**src/rtl/data_sync_tx_arbiter.sv**
```systemverilog
// Round-robin source-side scheduler for one enable-pulse bus synchronizer channel.
// A granted word is launched with a one-cycle enable, then held for HOLD_CYCLES cycles.
module data_sync_tx_arbiter #(
    parameter int BUS_WIDTH   = 8,
    parameter int NUM_REQ     = 2,
    parameter int HOLD_CYCLES = 3
) (
    input  logic                         CLK,
    input  logic                         RST,
    input  logic [NUM_REQ-1:0]           req_valid,
    input  logic [NUM_REQ*BUS_WIDTH-1:0] req_data,
    output logic [NUM_REQ-1:0]           req_ready,
    output logic [BUS_WIDTH-1:0]         tx_bus,
    output logic                         tx_enable,
    output logic [$clog2(NUM_REQ)-1:0]   grant_id,
    output logic                         busy
);

    localparam int IDW = $clog2(NUM_REQ);
    localparam int CW  = $clog2(HOLD_CYCLES + 1);

    typedef enum logic [1:0] {
        IDLE  = 2'd0,
        PULSE = 2'd1,
        HOLD  = 2'd2
    } state_t;

    state_t               state_q;
    logic [IDW-1:0]       rr_ptr_q;
    logic [CW-1:0]        cnt_q;
    logic [BUS_WIDTH-1:0] tx_bus_q;
    logic                 tx_enable_q;
    logic [IDW-1:0]       grant_id_q;

    logic                 found;
    logic [IDW-1:0]       gnt_idx;
    logic [IDW-1:0]       rr_ptr_d;
    int                   idx;

    // Search starts at rr_ptr and wraps; the first valid requester wins.
    always_comb begin
        found     = 1'b0;
        gnt_idx   = '0;
        idx       = 0;
        req_ready = '0;
        if (state_q == IDLE && !RST) begin
            for (int k = 0; k < NUM_REQ; k++) begin
                idx = int'(rr_ptr_q) + k;
                if (idx >= NUM_REQ) idx = idx - NUM_REQ;
                if (!found && req_valid[idx]) begin
                    found   = 1'b1;
                    gnt_idx = idx[IDW-1:0];
                end
            end
            if (found) req_ready[gnt_idx] = 1'b1;
        end
    end

    assign rr_ptr_d = (gnt_idx == IDW'(NUM_REQ - 1)) ? '0 : gnt_idx + 1'b1;

    always_ff @(posedge CLK) begin
        if (RST) begin
            state_q     <= IDLE;
            rr_ptr_q    <= '0;
            cnt_q       <= '0;
            tx_bus_q    <= '0;
            tx_enable_q <= 1'b0;
            grant_id_q  <= '0;
        end else begin
            case (state_q)
                IDLE: begin
                    if (found) begin
                        tx_bus_q    <= req_data[gnt_idx*BUS_WIDTH +: BUS_WIDTH];
                        tx_enable_q <= 1'b1;
                        grant_id_q  <= gnt_idx;
                        rr_ptr_q    <= rr_ptr_d;
                        state_q     <= PULSE;
                    end
                end
                PULSE: begin
                    tx_enable_q <= 1'b0;
                    cnt_q       <= CW'(HOLD_CYCLES - 1);
                    state_q     <= HOLD;
                end
                HOLD: begin
                    if (cnt_q == '0) state_q <= IDLE;
                    else             cnt_q   <= cnt_q - 1'b1;
                end
                default: state_q <= IDLE;
            endcase
        end
    end

    assign tx_bus    = tx_bus_q;
    assign tx_enable = tx_enable_q;
    assign grant_id  = grant_id_q;
    assign busy      = (state_q != IDLE);

endmodule

```
**config.mk**
```make
export PLATFORM = sky130hd
export DESIGN_NAME = data_sync_tx_arbiter
export DESIGN_NICKNAME = d
export VERILOG_FILES = /design/src/rtl/data_sync_tx_arbiter.sv
export SDC_FILE = /design/constraint.sdc
export NUM_CORES = 1
export LEC_CHECK = 0
export CAP_MARGIN = 20
export CORE_UTILIZATION = 43
export DETAILED_ROUTE_END_ITERATION = 8
export PLACE_DENSITY = 0.82
export SYNTH_ARGS = -nofsm -noshare
export SYNTH_HDL_FRONTEND = slang
export SYNTH_SLANG_ARGS = --single-unit
```
**constraint.sdc**
```tcl
create_clock -name CLK -period 2.9 [get_ports CLK]
set_clock_uncertainty 0.2 [all_clocks]
set_input_delay 0.435 -clock CLK [delete_from_list [all_inputs] [get_ports CLK]]
set_output_delay 0.435 -clock CLK [all_outputs]
set_load 0.02 [all_outputs]
```
# [After elaboration in Yosys (flattened, before gate mapping)]
# Index checks and enable logic that the tools add are counted.
[classes] addsub=5 shifts=1 n_reduce_logical=14 order_cmp=6 eq_ne=5 mux=31
[ops] cell="32-bit two-way mux" n=4
[ops] cell="32-bit by 3-bit < comparator with 1-bit output, second input constant" n=2
[ops] cell="1-bit two-way mux" n=18
[ops] cell="16-bit by 5-bit indexed part select with 8-bit output" n=1
[ops] cell="2-bit two-way mux" n=5
[ops] cell="2-bit AND reduction" n=4
[ops] cell="2-bit inequality test, second input constant" n=3
[ops] cell="2-bit case mux with 3 select lines" n=1
[ops] cell="2-bit nonzero test" n=3
[ops] cell="2-bit zero test" n=2
[ops] cell="2-bit case mux with 2 select lines" n=1
[ops] cell="1-bit logical AND" n=3
[ops] cell="1-bit by 2-bit subtractor with 3-bit output, second input constant" n=1
[ops] cell="2-bit by 2-bit subtractor with 3-bit output, second input constant" n=1
[ops] cell="1-bit by 1-bit adder with 2-bit output, second input constant" n=1
[ops] cell="2-bit by 1-bit equality test with 1-bit output, second input constant" n=1
[ops] cell="2-bit equality test, second input constant" n=1
[ops] cell="1-bit by 2-bit greater-or-equal comparator with 1-bit output, second input constant" n=1
[ops] cell="2-bit greater-or-equal comparator, second input constant" n=1
[ops] cell="1-bit zero test" n=2
[ops] cell="1-bit by 2-bit < comparator with 1-bit output, second input constant" n=1
[ops] cell="1-bit case mux with 2 select lines" n=1
[ops] cell="2-bit by 1-bit subtractor with 2-bit output, second input constant" n=1
[ops] cell="1-bit adder, second input constant" n=1
[ops] cell="2 further kinds" n=2
[word_totals] input_bits=20 register_bits=15 elab_cells=68 output_inout_bits=13

# [Longest topological paths before layout]
[logic_depth] depth_word=18 depth_mapped=7 ltp_nobuf=6

# [Least setup slack after synthesis]
# Ideal clock, no wire load.
[synth_path] path_kind="register to output" start="reg state_q[0]" end="out req_ready[0]" path_stages_with_launch=4 t_arrival_ps=1213 setup_slack_ps=1052 t_required_ps=2265 cell_sequence="dfxtp_1 > or2_1 > buf_6 > a2111oi_4"
[synth_via] elab_chain_cells=3
[synth_lines] item="start: declaration" line="28" rtl="state_t state_q;"
[synth_lines] item="start signal: assignment" line="63" rtl="state_q <= IDLE;"
[synth_lines] item="start signal: assignment" line="77" rtl="state_q <= PULSE;"
[synth_lines] item="start signal: assignment" line="83" rtl="state_q <= HOLD;"
[synth_lines] item="2-bit zero test" line="46" rtl="if (state_q == IDLE && !RST) begin"
[synth_lines] item="1-bit logical AND" line="46"
[synth_lines] item="2-bit two-way mux" line="46"
[synth_lines] item="end: declaration" line="12" rtl="output logic [NUM_REQ-1:0] req_ready,"
# Every way passes these cells.

# [Worst setup path after layout]
# Same ends and word-level chain as after synthesis.

==> results.sh <==
export IMPL_status="finished with violations"
export IMPL_failed_checks="design-rule violations"
export IMPL_ff2ff_path_depth=4
export IMPL_die_x_um=43.8
export IMPL_gp_congestion=0.742
export IMPL_synthTopCellsByArea="dfxtp_1 40%, mux2i_1 9.3%, o21ai_2 9.3%"
export IMPL_core_mm2=0.00156
export IMPL_worstMarginPinSlew_ns=0.732
export IMPL_ys_flop_type="dfxtp_1"
export IMPL_cpMaxStageDelayCell="clkdlybuf4s50_1"
export IMPL_slew_violations=0
export IMPL_ys_seq_area_share_pct=40.1
export IMPL_cp_slowest_stage_delay_ns=0.67
export IMPL_synth_cell_types=26
export IMPL_cts_buffers=3
export IMPL_grt_usage_pct=19.8
export IMPL_fp_dieH_um=43.8
export IMPL_drive_above_1_share_pct=15.6
export IMPL_yosysWarningCount=0
export IMPL_synthTopCellsByCount="15 x dfxtp_1, 8 x o21ai_2, 7 x mux2i_1, 7 x nand3b_1, 5 x inv_1"
export IMPL_fin_crit_ns=2.70
export IMPL_rsz0062_at_grt="no"
export IMPL_final_nets=131
export IMPL_hpwl_um=1170
export IMPL_clockBufferDepth=2
export IMPL_powerDensity_mw_per_mm2=479
export IMPL_hold_viol_final=0
export IMPL_ant_nets=0
export IMPL_highest_layer="met4"
export IMPL_post_cts_buffers=0
export IMPL_cts_sinks=15
export IMPL_holdPathEnd="grant_id"
export IMPL_port_buffers=32
export IMPL_wirelength_um=1580
export IMPL_ctsHoldBuffers=0
export IMPL_setup_tns_ns=0
export IMPL_cp_end_kind="output port"
export IMPL_hold_depth=2
export IMPL_cts_resized=0
export IMPL_postSynthCellCount=75
export IMPL_clkPwrFrac_pct=22.9
export IMPL_start_kind="flip-flop"
export IMPL_antenna_found_initial=0
export IMPL_grt_pass1_wl_um=2700
export IMPL_yosysTopAreaCellShare_pct=40.1
export IMPL_crit_fanout=8
export IMPL_switching_share_pct=29.7
export IMPL_worstPathRequired_ns=2.27
export IMPL_syn_area_um2=749
export IMPL_first_pass_iters=5
export IMPL_switching_power_uw=155
export IMPL_yosysMostFrequentCell="dfxtp_1"
export IMPL_rrSetupSlack_ns=0.84
export IMPL_area_delta_synth_final_pct=45.4
export IMPL_ios=33
export IMPL_crit_type="reg2out"
export IMPL_start_util_pct=48.1
export IMPL_synth_async_reset_ratio_pct=0
export IMPL_drc=2
export IMPL_via_per_inst=5.25
export IMPL_clkLatencyLatePin_ns=0.28
export IMPL_ir_worst_vdd_v=0.000320
export IMPL_hold_start="grant_id"
export IMPL_seqPwrFrac_pct=46.1
export IMPL_ys_ff_latch=15
export IMPL_fin_crit_sh_pct=93.2
export IMPL_setup_violations=0
export IMPL_crit_reg2reg_capture="tx_bus[1]"
export IMPL_r2r_start="state_q[0]"
export IMPL_max_freq_ghz=0.370
export IMPL_pwr_share_comb_pct=31.0
export IMPL_wl_met3_um=55
export IMPL_vias=656
export IMPL_gr_total_overflow=0
export IMPL_leakagePower_uw=0.000443
export IMPL_final_core_util_pct=69.9
export IMPL_cts_htree_levels=1
export IMPL_grt_pass1_vias=627
export IMPL_slew_headroom_pct=51.2
export IMPL_synth_nets=96
export IMPL_fillers=129
export IMPL_rows=14
export IMPL_drv_cap=0
export IMPL_path_cells="or2_1, a2111oi_4, clkdlybuf4s50_1"
export IMPL_cts_tree="built"
export IMPL_syn_area_per_cell_um2=9.99
export IMPL_first_iter_violations=4
export IMPL_root_buffer="clkbuf_4"
export IMPL_drt_met1_wl_um=701
export IMPL_hp_class="reg2reg"
export IMPL_n_antenna_cell=0
export IMPL_dieArea_mm2=0.00191
export IMPL_arrival_ns=2.07
export IMPL_path_clk_slew_ns=0.09
export IMPL_grt_max_degree=19
export IMPL_intPower_uw=367
export IMPL_synth_edf_count=0
export IMPL_wl_per_cell_um=12.7
export IMPL_yosysTopAreaCell="dfxtp_1"
export IMPL_route_met2_wl_um=805
## layer usage
metal	track usage [%]	vias up
li1	-	333
met1	22.0	302
met2	34.9	19
met3	2.50	2
met4	13.1	0
met5	0	-
## sequential cells by signal, summed over array words and instances (netlist names)
name / cells
tx_bus: 8
cnt_q: 2
tx_enable: 1
rr_ptr_q: 1
state_q: 2
grant_id: 1
## critical path: cells and delay by family (launching register included)
family / cells / cell delay [ns]
DFF: 1 / 0.37
AOI/OAI and AO/OA: 1 / 0.40
and+or+nand+nor: 1 / 0.35
buffers and inverters: 1 / 0.67
## through the flow
stage	cell area (um^2)	cells	hold slack (ns)	power, uW	setup slack, ns
finish	1090	125	0.261	521	0.197
global route	1090	125	0.293	551	0.0702
global placement	1060	121	0.244	403	0.278
floorplan	749	75	0.263	340	1.05
detailed placement	1060	121	0.254	408	0.249
CTS	1090	125	0.266	526	0.200
## cells by family after synthesis
group | Yosys count | share of synthesized area (%)
flip-flops | 15 | 40.1
adder cells (fa/ha/maj) | 1 | 1.67
multiplexers | 8 | 10.9
AO/OA/AOI/OAI | 17 | 19.4
buffers and inverters | 9 | 8.01
AND/OR/NAND/NOR | 25 | 20.0
## power by group through the flow
stage / Clock (uW) / Sequential (uW) / Combinational [uW]
5_1_grt: 132 / 243 / 176
6_report: 119 / 240 / 162
4_1_cts: 122 / 241 / 164
3_3_place_gp: 0 / 244 / 159
2_1_floorplan: 0 / 263 / 77.0
3_5_place_dp: 0 / 245 / 163
## worst max path at each step
stage,slack (ns),from,depth (start not counted),end
2_1_floorplan,1.05,state_q[0],3,req_ready[0]
3_3_place_gp,0.28,req_valid[1],3,req_ready[0]
4_1_cts,0.20,state_q[0],3,req_ready[0]
6_report,0.20,state_q[0],3,req_ready[0]
5_1_grt,0.07,state_q[0],3,req_ready[0]
3_5_place_dp,0.25,req_valid[1],3,req_ready[0]
## area by class of cell
| cell class | count | area (um^2) | share of cell area (%) |
|---|---|---|---|
| Clock buffer | 4 | 26.3 | 2.41 |
| Sequential cell | 15 | 300 | 27.6 |
| Multi-Input combinational cell | 51 | 389 | 35.7 |
| Timing Repair Buffer | 34 | 335 | 30.8 |
| Tap cell | 16 | 20.0 | 1.84 |
| Inverter | 5 | 18.8 | 1.72 |
## placed cells by master, fill, tap and decap left out, drive strengths merged, types with 2 or more instances in the layout
| cell | Yosys | routed |
|---|---|---|
| dfxtp | 15 | 15 |
| mux2i | 7 | 7 |
| or3 | 2 | 2 |
| a21oi | 4 | 4 |
| clkbuf | 1 | 4 |
| buf | 3 | 2 |
| nor3 | 3 | 3 |
| or2 | 2 | 2 |
| nor2 | 4 | 4 |
| inv | 5 | 5 |
| o21ai | 9 | 9 |
| nand2 | 3 | 3 |
| nand3b | 8 | 8 |
| clkdlybuf4s50 | 0 | 32 |
(Power assumes the default switching activity.)
